### src/rtl/pipe_stage_reg.sv
// Pipeline stage register with a valid/ready handshake and synchronous flush.
// SKID=1 adds a second entry, so upstream ready comes straight from a flop.
module pipe_stage_reg #(
  parameter int WIDTH = 64,
  parameter int SKID  = 1
) (
  input  logic             clk,
  input  logic             resetn,
  input  logic             flush,
  input  logic             in_valid,
  output logic             in_ready,
  input  logic [WIDTH-1:0] in_data,
  output logic             out_valid,
  input  logic             out_ready,
  output logic [WIDTH-1:0] out_data,
  output logic [1:0]       count
);

  logic             r_main_vld;
  logic [WIDTH-1:0] r_main_data;
  logic             w_in_fire;
  logic             w_out_fire;

  assign w_in_fire  = in_valid & in_ready;
  assign w_out_fire = r_main_vld & out_ready;
  assign out_valid  = r_main_vld;
  assign out_data   = r_main_data;

  generate
    if (SKID == 0) begin : g_single
      // Ready looks through to downstream so a full stage can still stream.
      assign in_ready = !r_main_vld | out_ready;
      assign count    = {1'b0, r_main_vld};

      always_ff @(posedge clk or negedge resetn) begin
        if (!resetn) begin
          r_main_vld  <= 1'b0;
          r_main_data <= '0;
        end else if (flush) begin
          r_main_vld  <= 1'b0;
          r_main_data <= '0;
        end else if (w_in_fire) begin
          r_main_vld  <= 1'b1;
          r_main_data <= in_data;
        end else if (w_out_fire) begin
          r_main_vld  <= 1'b0;
          r_main_data <= '0;
        end
      end
    end else begin : g_skid
      logic             r_skid_vld;
      logic [WIDTH-1:0] r_skid_data;

      // Skid is only ever occupied while main is, so a free skid means room.
      assign in_ready = !r_skid_vld;
      assign count    = {1'b0, r_main_vld} + {1'b0, r_skid_vld};

      always_ff @(posedge clk or negedge resetn) begin
        if (!resetn) begin
          r_main_vld  <= 1'b0;
          r_main_data <= '0;
          r_skid_vld  <= 1'b0;
          r_skid_data <= '0;
        end else if (flush) begin
          r_main_vld  <= 1'b0;
          r_main_data <= '0;
          r_skid_vld  <= 1'b0;
          r_skid_data <= '0;
        end else if (!r_main_vld) begin
          if (w_in_fire) begin
            r_main_vld  <= 1'b1;
            r_main_data <= in_data;
          end
        end else if (w_out_fire) begin
          if (r_skid_vld) begin
            r_main_data <= r_skid_data;
            r_skid_vld  <= 1'b0;
            r_skid_data <= '0;
          end else if (w_in_fire) begin
            r_main_data <= in_data;
          end else begin
            r_main_vld  <= 1'b0;
            r_main_data <= '0;
          end
        end else if (w_in_fire) begin
          r_skid_vld  <= 1'b1;
          r_skid_data <= in_data;
        end
      end
    end
  endgenerate

endmodule

### config.mk
export PLATFORM = sky130hd
export DESIGN_NAME = pipe_stage_reg
export DESIGN_NICKNAME = d
export VERILOG_FILES = /design/src/rtl/pipe_stage_reg.sv
export SDC_FILE = /design/constraint.sdc
export NUM_CORES = 1
export LEC_CHECK = 0
export CORE_ASPECT_RATIO = 1.2
export CORE_MARGIN = 1
export CORE_UTILIZATION = 49
export DETAILED_ROUTE_END_ITERATION = 10
export GPL_TIMING_DRIVEN = 0
export PLACE_DENSITY = 0.9
export SETUP_SLACK_MARGIN = 0.4
export SLEW_MARGIN = 25
export SYNTH_ARGS = -nofsm -noshare
export SYNTH_HDL_FRONTEND = slang
export SYNTH_SLANG_ARGS = --single-unit
export TNS_END_PERCENT = 1
### constraint.sdc
create_clock -name clk -period 1.6 [get_ports clk]
set_input_delay 0.48 -clock clk [delete_from_list [all_inputs] [get_ports clk]]
set_output_delay 0.48 -clock clk [all_outputs]
set_load 0.02 [all_outputs]
==> impl_metrics.tcl <==
set metrics [dict create \
    status "complete, but fails checks" \
    violations "DRC, hold timing, setup timing" \
    dp_slack_ns -0.752 \
    slowest_delay_ns 0.56 \
    cp-startpoint "in_valid" \
    dp_hpwl_um 9610 \
    syn_to_final_growth_pct 44.5 \
    layout_min_cycle_time_ns 1.69 \
    fin_area_um2 7830 \
    ys_types 23 \
    antenna_cells 0 \
    fp.coreArea_um2 10600 \
    cp.required_ns 1.93 \
    path_buf_inv 3 \
    syn_area_um2 5420 \
    final_common_cell "dfrtp_1" \
    synth_edf_count 0 \
    hold-worst-slack_ns -0.0212 \
    async_reset_ff_share_pct 100 \
    combPwrFrac_pct 15.8 \
    slew_violations 0 \
    rows 41 \
    firstDrtPassIters 9 \
    ys.flop_type "dfrtp_1" \
    grt_pass1_wl_um 23700 \
    timing_worst_slew_pin_value_ns 0.432 \
    clock.fmax_mhz 593 \
    slew_headroom_pct 71.1 \
    drive_gt1_share_pct 31.3 \
    numCtsBuffers 17 \
    insertion_delay_ns 0.41 \
    worstPathCellList "clkdlybuf4s50_1, nand2b_4, o21a_1, or2_1, buf_6, buf_8, o21ai_2" \
    arrival_ns 2.02 \
    worstSetupPathType "input pin to flop" \
    ant_nets 0 \
    worst_slack_ns -0.0866 \
    cp_top_family "buffers and inverters" \
    hold_path_class "input pin to asynchronous set/reset pin" \
    place_area_um2 6990 \
    syn_area_per_cell_um2 12.0 \
    drt-total-wl_um 14800 \
    worst-r2r-setup-slack_ns -0.08 \
    seqPwrFrac_pct 38.5 \
    die_h_um 117 \
    period_share_pct 105 \
    hold_viol_final 30 \
    grt_pass1_vias 4661 \
    viasPerCell 5.99 \
    timing.rr.start "g_skid.r_skid_vld" \
    fin_total_pwr_mw 9.44 \
    p_per_area_nw_per_um2 1210 \
    cap_violations 0 \
    start_util_pct 51.1 \
    clock_sinks 130 \
    utilization_pct 73.8 \
    p_switching_mw 2.32 \
    cts-root-buf "clkbuf_16" \
    drcViolationCount 12 \
    fin_skew_ns 0.00897 \
    wire_per_inst_um 19.8 \
    place.gp.congestion 0.774 \
    die-area_um2 11500 \
    rsz0062_at_grt "true" \
    pwr-share-clk_pct 45.7 \
    fin_nets 678 \
    drt_iter0_drc 260 \
    irDropWorstVdd_uv 670 \
    gr-total-overflow 0 \
    swShare_pct 24.6 \
    synthCells 450 \
    cts_buffer_depth 2 \
    top_usage_layer "met2" \
    synth-warning-count 0 \
    cp_max_fo 10 \
    synth_fp_nets 520 \
    htreeDepth 4 \
    grt.total_usage_pct 26.8 \
    cp-end-kind "flop" \
    antenna_found_initial 0 \
    dr_total_vias 4483 \
    met1_usage_pct 30.9 \
    final_cell_mix "129 x dfrtp_1, 79 x buf_6, 68 x nand2_1" \
    ys_seq_area_share_pct 60.0 \
    start_kind "input pin" \
    internal_power_mw 7.12 \
    grt_max_degree 79 \
    io_pins 137 \
    clk_pin_slew_ns 0.06 \
    setup_viol 67 \
    die_w_um 98.0 \
    cts_tree "yes" \
    port_buffers 136 \
    grt_util_met2_pct 47.8 \
    crit_path_top_delay_cell "clkdlybuf4s50_1" \
    ys_ff_latch 130 \
    use_met3_pct 6.06 \
    p_leak_nw 3.62 \
]
==> routing by layer <==
metal / part of all wire (%) / routed length (um) / vias up
li1: - / - / 1990
met1: 38 / 5700 / 2273
met2: 53 / 7860 / 189
met3: 6.1 / 906 / 31
met4: 2.3 / 333 / 0
met5: 0 / 0 / -
==> flip-flops by register name, indices dropped and copies added, names as in the netlist <==
register            flops
g_skid.r_skid_data     64
out_data               64
g_skid.r_skid_vld       1
out_valid               1
==> through the flow <==
| stage | cells | TNS [ns] |
|---|---|---|
| finish | 749 | -3.96 |
| global route | 749 | -11.49 |
| CTS | 749 | -3.95 |
| detailed placement | 716 | -86.31 |
| global placement | 715 | -705.75 |
| floorplan | 450 | 0 |
==> Yosys cell counts, types with 2 or more instances <==
| master | count | area (um2) |
|---|---|---|
| a22oi_1 | 65 | 488 |
| buf_6 | 14 | 158 |
| o21ai_2 | 41 | 359 |
| a22o_1 | 63 | 552 |
| dfrtp_1 | 130 | 3250 |
| o21ai_0 | 7 | 35.0 |
| buf_2 | 4 | 20.0 |
| nand2_1 | 69 | 259 |
| o21ai_1 | 20 | 100 |
| clkbuf_1 | 22 | 82.6 |
| inv_1 | 2 | 7.51 |
| a21oi_1 | 2 | 10.0 |
==> power by group through the flow <==
stage / combinational, mW / sequential, mW / clock [mW]
floorplan: 0.498 / 3.83 / 0
global placement: 1.38 / 3.64 / 0
detailed placement: 1.42 / 3.65 / 0
CTS: 1.48 / 3.63 / 4.33
global route: 1.59 / 3.65 / 4.49
finish: 1.50 / 3.63 / 4.31
==> cell type report <==
cell class	count	area, um2
sequential	130	3250
clock inverter	10	208
multi-input combinational	277	1950
clock buffer	21	440
inverter	2	7.51
timing repair buffer	139	1490
buffer	41	330
tap	129	161
fill	704	2790
==> path summary, 6_finish.rpt <==
| path | endpoint | depth (start not counted) |
|---|---|---|
| worst max-delay path | out_data[62] | 7 |
| worst min-delay path | g_skid.r_skid_data[36] | 1 |
| worst max register to register | out_data[62] | 7 |
| worst min register to register | out_data[39] | 2 |
| max in group asynchronous | out_data[57] | 2 |
| min in group clk | out_data[39] | 2 |
==> timing repair <==
item,in CTS,in global routing
cloned,0,0
hold endpoints to repair,52,0
endpoints found under the setup margin,197,196
resized for setup,432,18
buffers inserted,2,0
pin swaps,42,15
==> cell families (layout without fill, tap and decap cells) <==
kind of cell	Yosys count	in the layout	share of synthesized area, %
AND/OR/NAND/NOR	75	75	5.84
buffers and inverters	43	213	5.01
adder cells (fa/ha/maj)	1	1	0.231
AO/OA/AOI/OAI	201	201	28.9
flip-flops	130	130	60.0
(Power assumes the default switching activity.)
